File: config.mk
export PLATFORM = sky130hd
export DESIGN_NAME = mole_game_sequencer
export DESIGN_NICKNAME = d
export VERILOG_FILES = /design/src/rtl/mole_game_sequencer.sv
export SDC_FILE = /design/constraint.sdc
export NUM_CORES = 1
export LEC_CHECK = 0
export ABC_AREA = 1
export BUFFER_PORTS_ARGS = -buffer_cell sky130_fd_sc_hd__buf_2
export CAP_MARGIN = 5
export CORE_MARGIN = 1.5
export CORE_UTILIZATION = 45
export DETAILED_ROUTE_END_ITERATION = 8
export HOLD_SLACK_MARGIN = 0.15
export PLACE_DENSITY = 0.7
export SYNTH_ARGS = -nofsm -noshare
export SYNTH_HDL_FRONTEND = slang
export SYNTH_SLANG_ARGS = --single-unit
export TNS_END_PERCENT = 1
File: constraint.sdc
create_clock -name clk -period 2.22 [get_ports clk]
set_clock_uncertainty 0.15 [all_clocks]
set_input_delay 0.333 -clock clk [delete_from_list [all_inputs] [get_ports clk]]
set_output_delay 0.333 -clock clk [all_outputs]
set_load 0.05 [all_outputs]
File: src/rtl/mole_game_sequencer.sv
// mole_game_sequencer - whack-a-mole round sequencer: LFSR mole pick, hit/miss judging, scoring.
// Optional MOLE_SPEEDUP_EN shortens the lit window after every hit.
module mole_game_sequencer #(
  parameter int N_MOLES   = 4,
  parameter int ON_TICKS  = 50,
  parameter int GAP_TICKS = 10,
  parameter int ROUNDS    = 16,
  parameter int SCORE_W   = 8
) (
  input  logic               clk,
  input  logic               reset,
  input  logic               start,
  input  logic               tick,
  input  logic [N_MOLES-1:0] btn,
  output logic [N_MOLES-1:0] mole_led,
  output logic [SCORE_W-1:0] score,
  output logic [SCORE_W-1:0] misses,
  output logic               busy,
  output logic               game_over
);

  localparam int MAX_T = (ON_TICKS > GAP_TICKS) ? ON_TICKS : GAP_TICKS;
  localparam int TW    = $clog2(MAX_T + 1);
  localparam int RW    = $clog2(ROUNDS + 1);
  localparam int IW    = (N_MOLES > 1) ? $clog2(N_MOLES) : 1;
  localparam logic [SCORE_W-1:0] SAT = {SCORE_W{1'b1}};

  typedef enum logic [1:0] {IDLE, GAP, SHOW, DONE} state_t;

  state_t             state, state_n;
  logic [TW-1:0]      timer, timer_n;
  logic [RW-1:0]      round, round_n;
  logic [7:0]         lfsr;
  logic [N_MOLES-1:0] btn_q, press, mole_led_n;
  logic [SCORE_W-1:0] score_n, misses_n;
  logic               busy_n, game_over_n;
  logic [IW-1:0]      prev_idx, prev_idx_n, raw_idx, pick_idx;
  logic               prev_valid, prev_valid_n;
  logic [31:0]        raw_full;
  logic               do_hit, do_miss, round_end;

`ifdef MOLE_SPEEDUP_EN
  localparam logic [TW-1:0] ON_MIN = TW'(ON_TICKS / 4);
  logic [TW-1:0] on_len, on_len_n, on_shrunk;
  assign on_shrunk = on_len - (on_len >> 3);
`else
  logic [TW-1:0] on_len;
  assign on_len = TW'(ON_TICKS);
`endif

  assign press = btn & ~btn_q;

  // Consecutive rounds never repeat a mole: a repeat pick is bumped to the next one.
  always_comb begin
    raw_full = {30'b0, lfsr[1:0]} % N_MOLES;
    raw_idx  = raw_full[IW-1:0];
    pick_idx = raw_idx;
    if (prev_valid && raw_idx == prev_idx)
      pick_idx = (raw_full == N_MOLES - 1) ? '0 : raw_idx + IW'(1);
  end

  always_comb begin
    state_n      = state;
    timer_n      = timer;
    round_n      = round;
    mole_led_n   = mole_led;
    score_n      = score;
    misses_n     = misses;
    busy_n       = busy;
    game_over_n  = game_over;
    prev_idx_n   = prev_idx;
    prev_valid_n = prev_valid;
`ifdef MOLE_SPEEDUP_EN
    on_len_n     = on_len;
`endif
    do_hit       = 1'b0;
    do_miss      = 1'b0;
    round_end    = 1'b0;
    case (state)
      IDLE, DONE: begin
        if (start) begin
          score_n      = '0;
          misses_n     = '0;
          round_n      = '0;
          game_over_n  = 1'b0;
          busy_n       = 1'b1;
          prev_valid_n = 1'b0;
          timer_n      = TW'(GAP_TICKS);
          state_n      = GAP;
`ifdef MOLE_SPEEDUP_EN
          on_len_n     = TW'(ON_TICKS);
`endif
        end
      end
      GAP: begin
        if (tick) begin
          if (timer == TW'(1)) begin
            mole_led_n   = N_MOLES'(1) << pick_idx;
            prev_idx_n   = pick_idx;
            prev_valid_n = 1'b1;
            timer_n      = on_len;
            state_n      = SHOW;
          end else begin
            timer_n = timer - TW'(1);
          end
        end
      end
      SHOW: begin
        // A press on any dark mole is a miss even if the lit one was pressed too.
        if (|(press & ~mole_led))                  do_miss = 1'b1;
        else if (|(press & mole_led))              do_hit  = 1'b1;
        else if (tick && timer == TW'(1))          do_miss = 1'b1;
        else if (tick)                             timer_n = timer - TW'(1);
        round_end = do_hit | do_miss;
        if (do_hit && score != SAT)   score_n  = score + SCORE_W'(1);
        if (do_miss && misses != SAT) misses_n = misses + SCORE_W'(1);
`ifdef MOLE_SPEEDUP_EN
        if (do_hit) on_len_n = (on_shrunk < ON_MIN) ? ON_MIN : on_shrunk;
`endif
        if (round_end) begin
          mole_led_n = '0;
          round_n    = round + RW'(1);
          if (round_n == RW'(ROUNDS)) begin
            busy_n      = 1'b0;
            game_over_n = 1'b1;
            state_n     = DONE;
          end else begin
            timer_n = TW'(GAP_TICKS);
            state_n = GAP;
          end
        end
      end
      default: state_n = IDLE;
    endcase
  end

  always_ff @(posedge clk or posedge reset) begin
    if (reset) begin
      state      <= IDLE;
      timer      <= '0;
      round      <= '0;
      lfsr       <= 8'hA5;
      btn_q      <= '0;
      mole_led   <= '0;
      score      <= '0;
      misses     <= '0;
      busy       <= 1'b0;
      game_over  <= 1'b0;
      prev_idx   <= '0;
      prev_valid <= 1'b0;
`ifdef MOLE_SPEEDUP_EN
      on_len     <= TW'(ON_TICKS);
`endif
    end else begin
      state      <= state_n;
      timer      <= timer_n;
      round      <= round_n;
      lfsr       <= {lfsr[6:0], lfsr[7] ^ lfsr[5] ^ lfsr[4] ^ lfsr[3]};
      btn_q      <= btn;
      mole_led   <= mole_led_n;
      score      <= score_n;
      misses     <= misses_n;
      busy       <= busy_n;
      game_over  <= game_over_n;
      prev_idx   <= prev_idx_n;
      prev_valid <= prev_valid_n;
`ifdef MOLE_SPEEDUP_EN
      on_len     <= on_len_n;
`endif
    end
  end

endmodule

==> impl_metrics.toml, run 1 <==
[outcome]
status = "finished, final reports clean"

[setup_path]
criticalPathCategory = "reg -> reg"
cp_cell_sequence = "inv_1 -> ha_1 -> inv_2 -> nor2_2 -> nor2_2 -> inv_2 -> a21oi_1 -> nand3_1 -> nand2_2 -> buf_12 -> nand3_1 -> o21ai_1"
crit_family = "simple AND/OR/NAND/NOR gates"
critPathMaxFanout = 8
cp-end-kind = "flop"
critPathBufInv = 4
cp.required_ps = 2270
crit_path_max_incr_delay_ps = 420
slowest_stage = "dfrtp_1"
critPathLaunchType = "flop"
worstPathArrival_ps = 2060

[drt]
routed_via_density = 4.93
drt-wirelength-per-cell_um = 11.9
dr.first_iter.drc_count = 96
drc = 0
finalWirelength_um = 5800
vias = 2406
drt_pass1_iterations = 6
antenna_left = 0

[logic_synthesis]
yosys_warnings = 0
synth_flop_cell = "dfrtp_1"
synth_seq_cells = 50
synth.cell_area_um2 = 2880
async_flop_share_pct = 100
synth_edf_count = 0
syn_inst = 368
ys_seq_area_share_pct = 43.6
syn_avg_cell_area_um2 = 7.84
synthesis.nets = 385
ys_types = 34

[final_layout]
drive_gt1_share_pct = 19.1
area_growth_syn_to_layout_pct = 15.9
fin_cells = 488
antenna-diode-count = 0
fin_nets = 429
fill_cells = 559
final_cell_mix = "nand2_1, dfrtp_1, inv_1"
layout_commonest_cell = "nand2_1"

[timing]
setup_violations = 0
final_max_slew_viol_count = 0
rsz0062_at_grt = "false"
fin_crit_ps = 2010
period_share_pct = 90.5
worst_slew_pin_slew_ps = 543
timing.setup.tns_ps = 0
hold_viol = 0
timing.fmax_mhz = 498
relSlewSlack_pct = 63.8

[global_route]
antenna_found_initial = 0
grt-busiest-layer = "met2"
grtUsageMet2_pct = 30.4
grt_max_degree = 27
grt_first_pass_wirelength_um = 10700
grt-ovfl-total = 0
grt_usage_pct = 18.7
grt_use_met1_pct = 25.0
grt_pass1_vias = 2374
grt_use_met3_pct = 3.38

[placed_design]
dp_hpwl_um = 4440
port_buffers = 29
place_inst = 475
gp_congestion = 0.835

[floorplan]
pin_count = 30
die_w_um = 83.1
die_h_um = 83.1
rows = 28
start_util_pct = 47.6
core-area_um2 = 6060
die-area_um2 = 6900

[power]
p_leak_nw = 1.76
power_density_nw_per_um2 = 1020
ir_drop_mv = 0.636

[clocking]
clkTransAtPathRegs_ps = 90
cts_buffers = 5
cts_tree = "built"
cts_setup_buffers = 0
cts_max_level = 2
insertion_delay_ps = 300
clock_path_buffers = 2
cts_sinks = 50
cts-root-buf = "clkbuf_8"

[worst_hold_path]
min_path_type = "reg -> reg"

[flow_run]
maxCapViolations = 0
[synth_stat cells, types with 5 or more instances]
library cell	count	area [um2]
o21ai_1	11	55.1
a21oi_1	6	30.0
nor2_2	7	43.8
nand2_2	5	31.3
inv_1	41	154
nor2_1	20	75.1
nand2_1	124	465
o21ai_0	13	65.1
dfrtp_1	46	1150
xnor2_1	5	43.8
nand4_1	6	37.5
xor2_1	11	96.3
ha_1	9	113
nand3_1	25	125
[power breakdown]
part	switching, mW	internal (mW)
Sequential	0.123	1.02
Clock	0.305	0.335
Combinational	1.07	0.552
Total	1.50	1.91
[flip-flops by register name, summed over array words and instances, names as in the netlist, 2 cells and up]
| register | flops |
|---|---|
| btn_q | 4 |
| lfsr | 8 |
| misses | 8 |
| mole_led | 4 |
| prev_idx | 2 |
| round | 5 |
| score | 8 |
| state | 2 |
| timer | 6 |
[worst paths after layout]
path	startpoint	endpoint	slack, ps	cells after the start
max in group asynchronous	reset	timer[5]	930	4
setup / recovery	state[0]	misses[0]	210	12
hold / removal	lfsr[6]	lfsr[7]	200	0
hold reg to reg	lfsr[6]	lfsr[7]	200	0
min in group asynchronous	reset	lfsr[4]	460	3
setup reg to reg	state[0]	misses[0]	210	12
[area by class of cell]
type,count,area [um2],share of cell area (%)
multi-input cells,268,1430,42.8
flip-flops and latches,50,1260,37.6
repair buffers,42,280,8.38
inverters,45,169,5.05
well taps,75,93.8,2.81
clock buffers,5,68.8,2.06
clock inverters,3,45.0,1.35
[metrics by stage]
| stage | utilization [%] | hold slack, ps | area (um2) | power (mW) | setup slack [ps] |
|---|---|---|---|---|---|
| after global placement | 52.4 | 183 | 3180 | 2.74 | 240 |
| final | 55.2 | 204 | 3340 | 3.41 | 212 |
| after detailed placement | 52.4 | 196 | 3180 | 2.77 | 174 |
| after global routing | 55.2 | 216 | 3340 | 3.70 | 12.9 |
| after floorplan | - | 183 | 2880 | 2.34 | 118 |
| after CTS | 55.1 | 205 | 3340 | 3.43 | 152 |
[kinds of logic after synthesis]
kind of cell	count (synthesis)	share of synthesized area (%)
and+or+nand+nor	203	32.7
buffers and inverters	50	6.94
DFF	50	43.6
AOI/OAI and AO/OA	39	7.72
xor gates and xnor gates	16	4.86
adders and majority gates	9	3.90
muxes	1	0.347
[what timing repair did]
item	4_1_cts	5_1_grt
setup endpoints to repair	0	8
endpoints found under the hold margin	25	0
gates resized for setup	0	1
hold buffers	5	0
[per-layer routing]
layer  routed length [um]  share of wire, %
met5                    0                 0
met4                  104               1.8
met3                  223               3.8
met2                 2640                46
met1                 2830                49
(Power assumes the default switching activity.)
==> run 2, diff against run 1 <==
--- a/config.mk
+++ b/config.mk
@@ -12,7 +12,6 @@
 export CORE_UTILIZATION = 45
 export DETAILED_ROUTE_END_ITERATION = 8
 export HOLD_SLACK_MARGIN = 0.15
-export PLACE_DENSITY = 0.7
 export SYNTH_ARGS = -nofsm -noshare
 export SYNTH_HDL_FRONTEND = slang
 export SYNTH_SLANG_ARGS = --single-unit
==> run 2 against run 1 <==
Effect of this change: cell area shrank 1.0%; critical path depth unchanged; fmax increased by 0.89%; routed wire length is 0.28% lower; worst hold slack lost 2.5 ps; core utilization is 0.56 points lower; combinational power shrank 7%; global-route usage is 0.34 points lower; total power fell by 5.7%; die area stayed put.
==> impl_metrics.toml, run 2 (same netlist as run 1, synthesis figures left out) <==
[placed_design]
port_buffers = 29
dp_hpwl_um = 4380
gp_congestion = 0.825

[global_route]
grt_usage_pct = 18.4
grt_max_degree = 35
grt_pass1_vias = 2324
antenna_found_initial = 0
grt-ovfl-total = 0
grt_first_pass_wirelength_um = 10500

[floorplan]
pin_count = 30
die_h_um = 83.1
die_w_um = 83.1
die-area_um2 = 6900
start_util_pct = 47.6
rows = 28
core-area_um2 = 6060

[drt]
antenna_left = 0
drt-wirelength-per-cell_um = 11.9
dr.first_iter.drc_count = 112
finalWirelength_um = 5790
drc = 0
vias = 2393
drt_pass1_iterations = 5
routed_via_density = 4.91

[timing]
hold_ws_ps = 201
timing.fmax_mhz = 502
setup_violations = 0
timing.setup.tns_ps = 0
fin_crit_ps = 1990
rsz0062_at_grt = "false"
worst_slew_pin_slew_ps = 405
hold_viol = 0
relSlewSlack_pct = 72.7
period_share_pct = 89.7
final_max_slew_viol_count = 0

[clocking]
clkTransAtPathRegs_ps = 100
cts_tree = "built"
clock_path_buffers = 2
cts_max_level = 2
cts_sinks = 50
cts_buffers = 5
cts-root-buf = "clkbuf_8"
insertion_delay_ps = 310

[power]
power_density_nw_per_um2 = 972
ir_drop_mv = 0.601
p_leak_nw = 1.74

[final_layout]
layout_commonest_cell = "nand2_1"
drive_gt1_share_pct = 19.2
post-route-util_pct = 54.6
seqCellArea_um2 = 1260
area_growth_syn_to_layout_pct = 14.8
fill_cells = 610
multi_input_area_um2 = 1430
final_cell_mix = "nand2_1, dfrtp_1, inv_1"
fin_nets = 428
largestRegisters = "lfsr x8, misses x8, score x8"
antenna-diode-count = 0

[setup_path]
cp.required_ps = 2270
crit_family = "simple AND/OR/NAND/NOR gates"
critPathBufInv = 4
cp_cell_sequence = "inv_1 -> ha_1 -> inv_2 -> nor2_2 -> nor2_2 -> inv_2 -> a21oi_1 -> nand3_1 -> nand2_2 -> inv_1 -> nand2_1 -> o21ai_0"
criticalPathCategory = "reg -> reg"
critPathMaxFanout = 8
worstPathArrival_ps = 2040
critPathLaunchType = "flop"
slowest_stage = "dfrtp_1"
cp-end-kind = "flop"
crit_path_max_incr_delay_ps = 400

[worst_hold_path]
min_path_type = "in -> reg"

[flow_run]
maxCapViolations = 0

[outcome]
status = "finished, final reports clean"
[run 2: cell types whose count changed in the layout (fill, tap and decap cells not counted), sizes merged]
cell / before / now
clkinv: 0 / 2
inv: 45 / 46
clkinvlp: 2 / 0
buf: 37 / 36
bufinv: 1 / 0
[run 2: final cells by class]
class                      count  area share, %
timing repair buffer          41           7.86
tap                           75           2.84
clock inverter                 3          0.870
inverter                      45           5.10
clock buffer                   5           2.08
multi-input combinational    268           43.3
sequential                    50           38.0
[run 2: through the flow]
stage / area, um2 / setup slack, ps / power, mW / std cells
finish: 3310 / 229 / 3.22 / 487
global route: 3310 / 66.9 / 3.52 / 487
CTS: 3300 / 139 / 3.24 / 487
detailed placement: 3160 / 158 / 2.66 / 474
global placement: 3160 / 191 / 2.65 / 474
floorplan: 2880 / 118 / 2.34 / 368
[run 2: final timing paths]
path                              end  slack [ps]  startpoint  cells after the start
setup / recovery            misses[6]         230    state[0]                     12
hold reg to reg               lfsr[7]         220     lfsr[6]                      0
max in group asynchronous     lfsr[2]         980       reset                      4
min in group asynchronous     lfsr[4]         380       reset                      3
hold / removal             prev_valid         200       start                      3
setup reg to reg            misses[6]         230    state[0]                     12
[run 2: what timing repair did]
item | 4_1_cts | 5_1_grt
setup endpoints to repair | 0 | 7
gates resized for setup | 0 | 2
buffers inserted | 0 | 0
hold buffers | 5 | 0
hold endpoints to repair | 20 | 0
[run 2: report_power, final]
part	internal (mW)	leakage, nW	total (mW)	switching, mW
Combinational	0.477	1.04	1.51	1.03
Clock	0.234	0.0502	0.566	0.332
Sequential	1.02	0.657	1.14	0.123
Total	1.73	1.74	3.22	1.49
[run 2: worst register-to-register path: cells and delay by family, from the launching register on]
kind	cells	cell delay (ps)
AND/OR/NAND/NOR	5	490
flip-flops	1	400
adder cells (fa/ha/maj)	1	330
buffers and inverters	4	310
AO/OA/AOI/OAI	2	190
[run 2: metal layers]
| layer | GRT usage, % | part of all wire [%] | vias up | routed length (um) |
|---|---|---|---|---|
| met1 | 25.3 | 50 | 1103 | 2910 |
| met4 | 4.85 | 1.1 | 0 | 63 |
| li1 | - | - | 1253 | - |
| met3 | 3.18 | 2.7 | 7 | 156 |
| met2 | 30.1 | 46 | 30 | 2660 |
| met5 | 0 | 0 | - | 0 |
==> run 3, diff against run 2 <==
--- a/config.mk
+++ b/config.mk
@@ -11,7 +11,9 @@
 export CORE_MARGIN = 1.5
 export CORE_UTILIZATION = 45
 export DETAILED_ROUTE_END_ITERATION = 8
+export GPL_TIMING_DRIVEN = 0
 export HOLD_SLACK_MARGIN = 0.15
+export REMOVE_ABC_BUFFERS = 1
 export SYNTH_ARGS = -nofsm -noshare
 export SYNTH_HDL_FRONTEND = slang
 export SYNTH_SLANG_ARGS = --single-unit
==> constraint.sdc (replaced) <==
create_clock -name clk -period 2.22 [get_ports clk]
set_clock_uncertainty 0.15 [all_clocks]
set_input_delay 0.222 -clock clk [delete_from_list [all_inputs] [get_ports clk]]
set_output_delay 0.222 -clock clk [all_outputs]
set_load 0.05 [all_outputs]
==> run 3 against run 2 <==
Effect of this change: non-clock buffer count rose by 5; cell area increased by 2.2%; core utilization grew 1.2 points; critical path depth down 2; sequential power about the same; fmax shrank 0.92%; worst setup slack got worse by 18 ps; worst hold slack improved by 20 ps; flip-flop and latch count is the same; count of clock-buffer cells in the layout is the same; die area unchanged; critical path type unchanged; largest power group unchanged.
==> impl_metrics.toml, run 3 (same netlist as run 1, synthesis figures left out) <==
[clocking]
cts_tree = "built"
cts_sinks = 50
insertion_delay_ps = 300
clkTransAtPathRegs_ps = 90
cts_max_level = 2
clock_path_buffers = 2
cts-root-buf = "clkbuf_8"
cts_buffers = 5

[drt]
drc = 0
vias = 2415
drt-wirelength-per-cell_um = 12.1
dr.first_iter.drc_count = 71
finalWirelength_um = 5950
antenna_left = 0
drt_pass1_iterations = 4
routed_via_density = 4.91

[global_route]
grt_max_degree = 38
grt-ovfl-total = 0
grt_pass1_vias = 2409
grt_usage_pct = 18.9
antenna_found_initial = 0
grt_first_pass_wirelength_um = 10800

[setup_path]
cp-end-kind = "flop"
critPathBufInv = 3
criticalPathCategory = "reg -> reg"
cp.required_ps = 2320
crit_family = "simple AND/OR/NAND/NOR gates"
crit_top_cell = "nand2_1"
rr_worst_depth = 10
r2r_slack_ps = 210
endpoint = "score[1]"
r2r_end = "score[1]"
crit_path_max_incr_delay_ps = 410
slowest_stage = "dfrtp_1"
crit_start = "state[0]"
cp_cell_sequence = "inv_1 -> ha_4 -> inv_2 -> nor2_2 -> nor2_2 -> nand2_1 -> nand2_2 -> inv_1 -> nand2_1 -> nand2_1"
worstPathArrival_ps = 2110
critPathMaxFanout = 11
rr_startpoint = "state[0]"
cp_num_cells = 10
critPathLaunchType = "flop"

[placed_design]
gp_congestion = 0.821
port_buffers = 29
dp_hpwl_um = 4300
dp_slack_ps = -407

[final_layout]
final_cell_mix = "nand2_1, dfrtp_1, inv_1"
drive_gt1_share_pct = 20.4
antenna-diode-count = 0
fin_nets = 433
area_growth_syn_to_layout_pct = 17.3
fill_cells = 604
largestRegisters = "lfsr x8, misses x8, score x8"
layout_commonest_cell = "nand2_1"

[worst_hold_path]
min_path_type = "reg -> reg"
hold_path_depth = 0

[power]
p_leak_nw = 1.78
ir_drop_mv = 0.534
power_density_nw_per_um2 = 1010

[floorplan]
die_w_um = 83.1
die_h_um = 83.1
start_util_pct = 47.6
core-area_um2 = 6060
rows = 28
pin_count = 30
die-area_um2 = 6900

[timing]
rsz0062_at_grt = "false"
hold_viol = 0
setup_violations = 0
hold_ws_ps = 221
period_share_pct = 90.5
worst_slew_pin_slew_ps = 408
relSlewSlack_pct = 72.5
final_max_slew_viol_count = 0
fin_crit_ps = 2010
setup_slack_ps = 211
timing.setup.tns_ps = 0
timing.fmax_mhz = 498

[outcome]
status = "finished, final reports clean"

[flow_run]
maxCapViolations = 0
## run 3: cell type report
cell class / count / area [um2] / share of cell area, %
clock buffers: 5 / 68.8 / 2.03
repair buffers: 46 / 300 / 8.88
multi-input cells: 268 / 1450 / 42.9
inverters: 45 / 173 / 5.11
flip-flops and latches: 50 / 1260 / 37.1
clock inverters: 3 / 40.0 / 1.18
well taps: 75 / 93.8 / 2.77
## run 3: metrics by stage
step	utilization (%)	cell area (um2)	total power, mW	std cells
floorplan	-	2850	2.27	363
global route	55.8	3380	3.71	492
detailed placement	51.3	3110	2.60	468
global placement	51.0	3090	2.59	467
CTS	54.5	3300	3.31	483
finish	55.8	3380	3.43	492
## run 3: metal layers
layer	part of all wire (%)	wire length, um	track usage, %	vias up
li1	-	-	-	1260
met5	0	0	0	-
met1	49	2940	25.5	1130
met4	0.92	55	4.39	0
met2	48	2840	32.0	21
met3	1.9	115	2.88	4
## run 3: worst register-to-register path, stage by stage, from the launching register on
cell and delay (ps):
dfrtp_1 410, inv_1 90, ha_4 310, inv_2 50
nor2_2 190, nor2_2 70, nand2_1 190, nand2_2 200
inv_1 180, nand2_1 70, nand2_1 70
## run 3: worst min path at each step
stage / from / end / slack, ps
floorplan: btn[0] / btn_q[0] / 100
global placement: lfsr[6] / lfsr[7] / 190
detailed placement: reset / score[1] / 50
CTS: lfsr[6] / lfsr[7] / 220
global route: lfsr[6] / lfsr[7] / 240
finish: lfsr[6] / lfsr[7] / 220
## run 3: report_power, final
part           internal, mW  leakage [nW]  switching, mW
Sequential             1.02         0.657          0.128
Clock                 0.332        0.0579          0.308
Combinational         0.553          1.06           1.08
## run 3: timing repair
action,CTS,global route
pin swaps,0,1
endpoints found under the setup margin,34,13
endpoints found under the hold margin,51,0
hold buffers,6,0
gates resized for setup,3,3
setup buffers,1,9
